### src/rtl/sd_spi_pkg.sv
// Shared types, protocol constants and the CRC7 step function for the SPI-mode SD command path.
package sd_spi_pkg;

  typedef enum logic [2:0] {
    ST_IDLE,
    ST_INIT,
    ST_CMD,
    ST_RESP,
    ST_EXT,
    ST_TOKEN,
    ST_TRAIL
  } sd_state_e;

  localparam logic [1:0] SD_START_BITS = 2'b01;
  localparam logic [7:0] SD_TOKEN      = 8'hFE;
  localparam logic [7:0] SD_IDLE_BYTE  = 8'hFF;

  // CRC7 (x^7 + x^3 + 1), one byte folded in MSB first
  function automatic logic [6:0] crc7_byte(input logic [6:0] crc, input logic [7:0] data);
    logic [6:0] c;
    logic [7:0] d;
    logic       fb;
    c = crc;
    d = data;
    for (int unsigned i = 0; i < 8; i++) begin
      fb = c[6] ^ d[7];
      c  = {c[5:0], 1'b0};
      if (fb) c = c ^ 7'h09;
      d  = {d[6:0], 1'b0};
    end
    return c;
  endfunction

endpackage

### src/rtl/sd_crc7.sv
// Byte-wise CRC7 accumulator; clr restarts from zero and may coincide with en.
module sd_crc7
  import sd_spi_pkg::*;
(
  input  logic       clk,
  input  logic       rst,
  input  logic       clr,
  input  logic       en,
  input  logic [7:0] data,
  output logic [6:0] crc
);

  logic [6:0] crc_q, crc_d;

  always_comb begin
    crc_d = clr ? '0 : crc_q;
    if (en) crc_d = crc7_byte(crc_d, data);
  end

  always_ff @(posedge clk) begin
    if (rst) crc_q <= '0;
    else     crc_q <= crc_d;
  end

  assign crc = crc_q;

endmodule

### src/rtl/sd_cmd_engine.sv
// SPI-mode SD command sequencer: dummy clocks, framed command with CRC7, R1/R3/R7 and token polling.
module sd_cmd_engine #(
  parameter int unsigned INIT_BYTES = 10,
  parameter int unsigned RESP_POLL  = 8,
  parameter int unsigned TOKEN_POLL = 1024
) (
  input  logic        clk,
  input  logic        rst,
  input  logic        init_req,
  input  logic        cmd_valid,
  output logic        cmd_ready,
  input  logic [5:0]  cmd_idx,
  input  logic [31:0] cmd_arg,
  input  logic        resp_ext,
  input  logic        want_token,
  input  logic        keep_cs,
  output logic        tx_start,
  output logic [7:0]  tx_byte,
  input  logic        tx_done,
  input  logic [7:0]  rx_byte,
  output logic        cs_n,
  output logic        done,
  output logic [7:0]  r1,
  output logic [31:0] resp_data,
  output logic        err_timeout
);
  import sd_spi_pkg::*;

  localparam int unsigned BMAX = (INIT_BYTES > 6) ? INIT_BYTES : 6;
  localparam int unsigned BW   = $clog2(BMAX + 1);
  localparam int unsigned RW   = $clog2(RESP_POLL + 1);
  localparam int unsigned TW   = $clog2(TOKEN_POLL + 1);

  sd_state_e   state_q, state_d;
  logic        cs_n_q, cs_n_d, tx_start_q, tx_start_d, pend_q, pend_d;
  logic        done_q, done_d, err_q, err_d;
  logic [7:0]  tx_byte_q, tx_byte_d, r1_q, r1_d;
  logic [31:0] resp_q, resp_d, arg_q, arg_d;
  logic [5:0]  idx_q, idx_d;
  logic        ext_q, ext_d, tok_q, tok_d, keep_q, keep_d;
  logic [BW-1:0] cnt_q, cnt_d;
  logic [RW-1:0] rcnt_q, rcnt_d;
  logic [TW-1:0] tcnt_q, tcnt_d;
  logic        crc_clr, crc_en;
  logic [6:0]  crc_val;
  logic        take;

  assign take = tx_done & pend_q;

  sd_crc7 u_crc (
    .clk  (clk),
    .rst  (rst),
    .clr  (crc_clr),
    .en   (crc_en),
    .data (tx_byte_d),
    .crc  (crc_val)
  );

  always_comb begin
    state_d = state_q;  cs_n_d = cs_n_q;   tx_start_d = 1'b0; pend_d = pend_q;
    done_d  = 1'b0;     err_d  = err_q;    tx_byte_d  = tx_byte_q;
    r1_d    = r1_q;     resp_d = resp_q;   arg_d = arg_q;     idx_d = idx_q;
    ext_d   = ext_q;    tok_d  = tok_q;    keep_d = keep_q;
    cnt_d   = cnt_q;    rcnt_d = rcnt_q;   tcnt_d = tcnt_q;
    crc_clr = 1'b0;     crc_en = 1'b0;
    if (take) pend_d = 1'b0;

    unique case (state_q)
      ST_IDLE: begin
        if (init_req) begin
          state_d = ST_INIT;
          err_d   = 1'b0;
        end else if (cmd_valid) begin
          state_d = ST_CMD;
          idx_d = cmd_idx;  arg_d = cmd_arg;
          ext_d = resp_ext; tok_d = want_token; keep_d = keep_cs;
          r1_d  = SD_IDLE_BYTE;
          err_d = 1'b0;
        end
      end
      ST_INIT: if (take) begin
        if (cnt_q == BW'(INIT_BYTES - 1)) begin
          state_d = ST_IDLE;
          done_d  = 1'b1;
        end else begin
          cnt_d      = cnt_q + 1'b1;
          tx_start_d = 1'b1;
        end
      end
      ST_CMD: if (take) begin
        if (cnt_q == BW'(5)) state_d = ST_RESP;
        else begin
          cnt_d      = cnt_q + 1'b1;
          tx_start_d = 1'b1;
          case (cnt_q)
            BW'(0):  tx_byte_d = arg_q[31:24];
            BW'(1):  tx_byte_d = arg_q[23:16];
            BW'(2):  tx_byte_d = arg_q[15:8];
            BW'(3):  tx_byte_d = arg_q[7:0];
            default: tx_byte_d = {crc_val, 1'b1};
          endcase
          crc_en = (cnt_q != BW'(4));
        end
      end
      ST_RESP: if (take) begin
        if (!rx_byte[7]) begin
          r1_d = rx_byte;
          if (ext_q)                          state_d = ST_EXT;
          else if (tok_q && rx_byte == 8'h00) state_d = ST_TOKEN;
          else                                state_d = ST_TRAIL;
        end else if (rcnt_q == RW'(RESP_POLL - 1)) begin
          rcnt_d  = RW'(RESP_POLL);
          err_d   = 1'b1;
          state_d = ST_TRAIL;
        end else begin
          rcnt_d     = rcnt_q + 1'b1;
          tx_start_d = 1'b1;
        end
      end
      ST_EXT: if (take) begin
        resp_d = {resp_q[23:0], rx_byte};
        if (cnt_q == BW'(3)) state_d = (tok_q && r1_q == 8'h00) ? ST_TOKEN : ST_TRAIL;
        else begin
          cnt_d      = cnt_q + 1'b1;
          tx_start_d = 1'b1;
        end
      end
      ST_TOKEN: if (take) begin
        if (rx_byte == SD_TOKEN) begin
          // keep_cs with a token: skip the trailing byte so the data phase follows immediately
          if (keep_q) begin
            state_d = ST_IDLE;
            done_d  = 1'b1;
          end else state_d = ST_TRAIL;
        end else if (tcnt_q == TW'(TOKEN_POLL - 1)) begin
          tcnt_d  = TW'(TOKEN_POLL);
          err_d   = 1'b1;
          state_d = ST_TRAIL;
        end else begin
          tcnt_d     = tcnt_q + 1'b1;
          tx_start_d = 1'b1;
        end
      end
      ST_TRAIL: if (take) begin
        state_d = ST_IDLE;
        done_d  = 1'b1;
      end
      default: state_d = ST_IDLE;
    endcase

    // Entry into any byte-sending state issues its first byte and sets CS alongside tx_start
    if (state_d != state_q && state_d != ST_IDLE) begin
      tx_start_d = 1'b1;
      cnt_d = '0; rcnt_d = '0; tcnt_d = '0;
      tx_byte_d = (state_d == ST_CMD) ? {SD_START_BITS, cmd_idx} : SD_IDLE_BYTE;
      if (state_d == ST_CMD) begin
        cs_n_d  = 1'b0;
        crc_clr = 1'b1;
        crc_en  = 1'b1;
      end else if (state_d == ST_INIT || state_d == ST_TRAIL) cs_n_d = 1'b1;
    end
    if (tx_start_d) pend_d = 1'b1;
  end

  always_ff @(posedge clk) begin
    if (rst) begin
      state_q <= ST_IDLE;  cs_n_q <= 1'b1;  tx_start_q <= 1'b0;  pend_q <= 1'b0;
      done_q  <= 1'b0;     err_q  <= 1'b0;  tx_byte_q  <= SD_IDLE_BYTE;
      r1_q    <= SD_IDLE_BYTE;  resp_q <= '0;  arg_q <= '0;  idx_q <= '0;
      ext_q   <= 1'b0;     tok_q  <= 1'b0;  keep_q <= 1'b0;
      cnt_q   <= '0;       rcnt_q <= '0;    tcnt_q <= '0;
    end else begin
      state_q <= state_d;  cs_n_q <= cs_n_d;  tx_start_q <= tx_start_d;  pend_q <= pend_d;
      done_q  <= done_d;   err_q  <= err_d;   tx_byte_q  <= tx_byte_d;
      r1_q    <= r1_d;     resp_q <= resp_d;  arg_q <= arg_d;  idx_q <= idx_d;
      ext_q   <= ext_d;    tok_q  <= tok_d;   keep_q <= keep_d;
      cnt_q   <= cnt_d;    rcnt_q <= rcnt_d;  tcnt_q <= tcnt_d;
    end
  end

  assign cmd_ready   = (state_q == ST_IDLE) && !init_req;
  assign tx_start    = tx_start_q;
  assign tx_byte     = tx_byte_q;
  assign cs_n        = cs_n_q;
  assign done        = done_q;
  assign r1          = r1_q;
  assign resp_data   = resp_q;
  assign err_timeout = err_q;

endmodule

### config.mk
export PLATFORM = sky130hd
export DESIGN_NAME = sd_cmd_engine
export DESIGN_NICKNAME = d
export VERILOG_FILES = /design/src/rtl/sd_spi_pkg.sv /design/src/rtl/sd_crc7.sv /design/src/rtl/sd_cmd_engine.sv
export SDC_FILE = /design/constraint.sdc
export NUM_CORES = 1
export LEC_CHECK = 0
export ABC_AREA = 1
export BUFFER_PORTS_ARGS = -buffer_cell sky130_fd_sc_hd__buf_2
export CELL_PAD_IN_SITES_DETAIL_PLACEMENT = 0
export CELL_PAD_IN_SITES_GLOBAL_PLACEMENT = 2
export CORE_ASPECT_RATIO = 0.75
export CORE_MARGIN = 10
export CORE_UTILIZATION = 30
export CTS_BUF_LIST = sky130_fd_sc_hd__clkbuf_16
export CTS_CLUSTER_SIZE = 24
export DETAILED_ROUTE_END_ITERATION = 8
export PLACE_DENSITY_LB_ADDON = 0.1
export SYNTH_ARGS = -nofsm -noshare
export SYNTH_HDL_FRONTEND = slang
export SYNTH_SLANG_ARGS = --single-unit
### constraint.sdc
create_clock -name clk -period 2.75 [get_ports clk]
set_input_delay 0.4125 -clock clk [delete_from_list [all_inputs] [get_ports clk]]
set_output_delay 0.4125 -clock clk [all_outputs]
set_load 0.02 [all_outputs]
==> impl_metrics.json <==
{
  "status": "completed",
  "max_slew_margin_pct": 61.3,
  "synth-seq-cells": 117,
  "drcViolationCount": 0,
  "grt_pass1_wl_um": 30200,
  "design.die.area_sq_mm": 0.0245,
  "die_x_um": 177,
  "dp_hpwl_um": 14000,
  "grt_pass1_vias": 5521,
  "p_comb_share_pct": 35.2,
  "final.setup.tns_ns": 0,
  "clockRootBuffer": "clkbuf_16",
  "worst_pin_slew_ns": 0.581,
  "gp_congestion": 0.901,
  "p_clk_share_pct": 33.5,
  "port_buffers": 106,
  "synth-main-ff-cell": "dfxtp_1",
  "synth_area_per_cell_sq_um": 6.99,
  "synthArstFlopShare_pct": 0,
  "cellPowerDensity_mw_per_mm2": 912,
  "clkSinkCount": 117,
  "vias_per_cell": 4.78,
  "overflow": 0,
  "min_period_ns": 2.57,
  "synth_largest_area_cell": "dfxtp_1",
  "grt_max_degree": 61,
  "dpl.cell_count": 1151,
  "finalWirelength_um": 18900,
  "postCtsHoldBufs": 0,
  "yosysWarnings": 0,
  "switchingPower_mw": 2.54,
  "layoutNonFillerInstCount": 1193,
  "crit_fanout": 6,
  "numCtsBuffers": 17,
  "clock_latency_ns": 0.42,
  "maxCapViolCount": 0,
  "required_ns": 3.06,
  "end_kind": "flip-flop",
  "core_area_sq_mm": 0.0183,
  "ant_nets": 0,
  "cp.arrival_ns": 2.88,
  "slew_violations": 0,
  "rsz0062_at_grt": "true",
  "synth_nets": 857,
  "finalClockSkew_ns": 0.00927,
  "grt_use_total_pct": 15.3,
  "drt-initial-drc-count": 437,
  "hp-class": "in2reg",
  "p_leak_nw": 3.18,
  "synth-edff-count": 0,
  "p_int_mw": 4.16,
  "finalPower_mw": 6.71,
  "wl_per_cell_um": 15.8,
  "drtPass1Iterations": 4,
  "nNetsFinal": 993,
  "cp_cell_sequence": "inv_1, ha_1, nand2_1, inv_1, nor2_1, nand2_1, inv_2, a21oi_1, nand4_1, o21ai_0, nand2_1, nand3_1, nand2_1, nand2_1, nand2_2, nand2_1, nand2_1, a21oi_1, nor2_1",
  "ff_latch_area_sq_mm": 0.00236,
  "synth_area_leaders": "dfxtp_1, nand2_1, nor2_1, nand3_1, o21ai_0",
  "setup_violations": 0,
  "finalHoldViolations": 0,
  "multi_input_area_sq_mm": 0.00295,
  "crit_top_cell": "nand2_1",
  "fillers": 1919,
  "period_share_pct": 93.4,
  "holdWs_ns": 0.213,
  "p_seq_share_pct": 31.4,
  "area_growth_syn_to_layout_pct": 31.9,
  "synth_cell_types": 45,
  "initial_utilization_pct": 30.4,
  "crit_type": "reg2reg",
  "num_vias": 5699,
  "fin_ws_ns": 0.181,
  "antenna_found_initial": 0,
  "core.rowCount": 43,
  "crit_path_top_delay_cell": "dfxtp_4",
  "critical_path.startpoint_type": "flip-flop",
  "htree_num_levels": 4,
  "syn_inst": 797,
  "place_ws_ns": -0.0731,
  "yosysSeqAreaShare_pct": 42.0,
  "cts_tree": "yes",
  "switching_share_pct": 37.9,
  "drive_gt1_share_pct": 27.3,
  "die_h_um": 138,
  "ir_drop_mv": 0.413,
  "cts.clk_slew.worst_paths_ns": 0.06,
  "cp_slowest_stage_delay_ns": 0.36,
  "cts_buffer_depth": 2,
  "ioPinCount": 107,
  "netlist_area_sq_mm": 0.00557,
  "diodes": 0,
  "yosysTopAreaCellShare_pct": 42.0,
  "max_freq_ghz": 0.389
}
==> Yosys cell counts, types with 3 or more instances <==
cell and count:
a211oi_1 3, a22o_1 4, buf_1 8, clkinv_1 3, nand3_1 85, clkbuf_1 23
nand2_4 3, ha_1 6, nor3b_1 3, nor2_2 5, inv_2 8, o211ai_1 4
nor2_1 115, nand2_1 162, a31oi_1 4, nand2_2 5, nand4_1 10, a221oi_1 3
o21ai_0 65, dfxtp_1 117, nand3_2 4, xor2_1 4, a21oi_1 57, inv_1 58
nor3_1 10, or2_2 5
==> critical path: cells and delay by family (launching register included) <==
| family | cells | cell delay (ns) |
|---|---|---|
| AOI/OAI and AO/OA | 3 | 0.51 |
| adders and majority gates | 1 | 0.15 |
| and+or+nand+nor | 12 | 1.09 |
| buffers and inverters | 3 | 0.35 |
| DFF | 1 | 0.36 |
==> registers in the layout (all words and copies together), names as in the netlist <==
signal and count:
arg_q 32, resp_data 32, tcnt_q 11, r1 8
tx_byte 8, u_crc.crc 7, cnt_q 4, rcnt_q 4
state_q 3, cs_n 1, done 1, err_timeout 1
ext_q 1, keep_q 1, pend_q 1, tok_q 1
tx_start 1
==> cell usage in the layout, fill, tap and decap left out, types with 3 or more instances in the layout <==
master and n:
clkinv_2 3, dfxtp_2 5, nor2_1 109, nor3b_1 3
nand4_1 10, ha_1 4, nand2_2 10, nor3_1 10
a22o_1 4, nand2_1 157, dfxtp_1 110, a31oi_1 4
buf_2 106, nor2_2 8, o211ai_1 4, bufinv_16 3
inv_1 52, o21ai_1 3, nand3_1 82, nand3_2 5
xor2_1 4, a21oi_1 56, clkinvlp_4 8, nand2_4 4
clkbuf_16 17, nor2_4 5, buf_4 45, o21ai_2 3
or2_2 5, inv_2 13, o21ai_0 60, a211oi_1 3
==> cell families after synthesis <==
| family | after synthesis | share of synthesized area [%] |
|---|---|---|
| AOI/OAI and AO/OA | 148 | 14.7 |
| xor gates and xnor gates | 7 | 1.24 |
| buffers and inverters | 104 | 7.41 |
| DFF | 117 | 42.0 |
| muxes | 1 | 0.180 |
| and+or+nand+nor | 414 | 33.1 |
| adders and majority gates | 6 | 1.35 |
==> metrics by stage <==
step | instance area (sq um) | util, %
global placement | 6530 | 35.6
global route | 7350 | 40.1
finish | 7350 | 40.1
detailed placement | 6530 | 35.6
floorplan | 5570 | -
CTS | 7120 | 38.8
==> worst paths after layout <==
check                                   start            end  slack [ns]  cells past startpoint
worst max-delay path                 cnt_q[0]   u_crc.crc[3]        0.18                     19
worst min-delay path               want_token          tok_q        0.21                      3
worst max register to register       cnt_q[0]   u_crc.crc[3]        0.18                     19
worst min register to register  resp_data[29]  resp_data[29]        0.46                      2
==> cell type report <==
type	count	share of cell area (%)
Multi-Input combinational cell	577	40.2
Inverter	69	3.76
Timing Repair Buffer	151	11.8
Clock buffer	17	5.79
Tap cell	247	4.20
Clock inverter	15	2.23
Sequential cell	117	32.1
==> power groups by stage <==
| stage | combinational [mW] | sequential (mW) | clock (mW) |
|---|---|---|---|
| floorplan | 1.46 | 2.13 | 0 |
| global placement | 2.13 | 2.12 | 0 |
| detailed placement | 2.14 | 2.12 | 0 |
| CTS | 2.15 | 2.09 | 2.31 |
| global route | 2.64 | 2.13 | 2.38 |
| finish | 2.36 | 2.10 | 2.24 |
==> repair_timing <==
action,in CTS,in global routing
endpoints found under the setup margin,4,26
setup buffers,0,9
pin swaps,0,8
gates resized for setup,2,53
cloned,0,1
==> metal layers <==
| layer | part of all wire, % | vias to the layer above | track usage, % |
|---|---|---|---|
| met4 | 0.99 | 0 | 3.94 |
| met2 | 39 | 131 | 20.0 |
| met1 | 54 | 2639 | 23.4 |
| met5 | 0 | - | 0 |
| met3 | 5.7 | 14 | 4.33 |
| li1 | - | 2915 | - |
No activity file was read; power rests on OpenSTA's default activity.
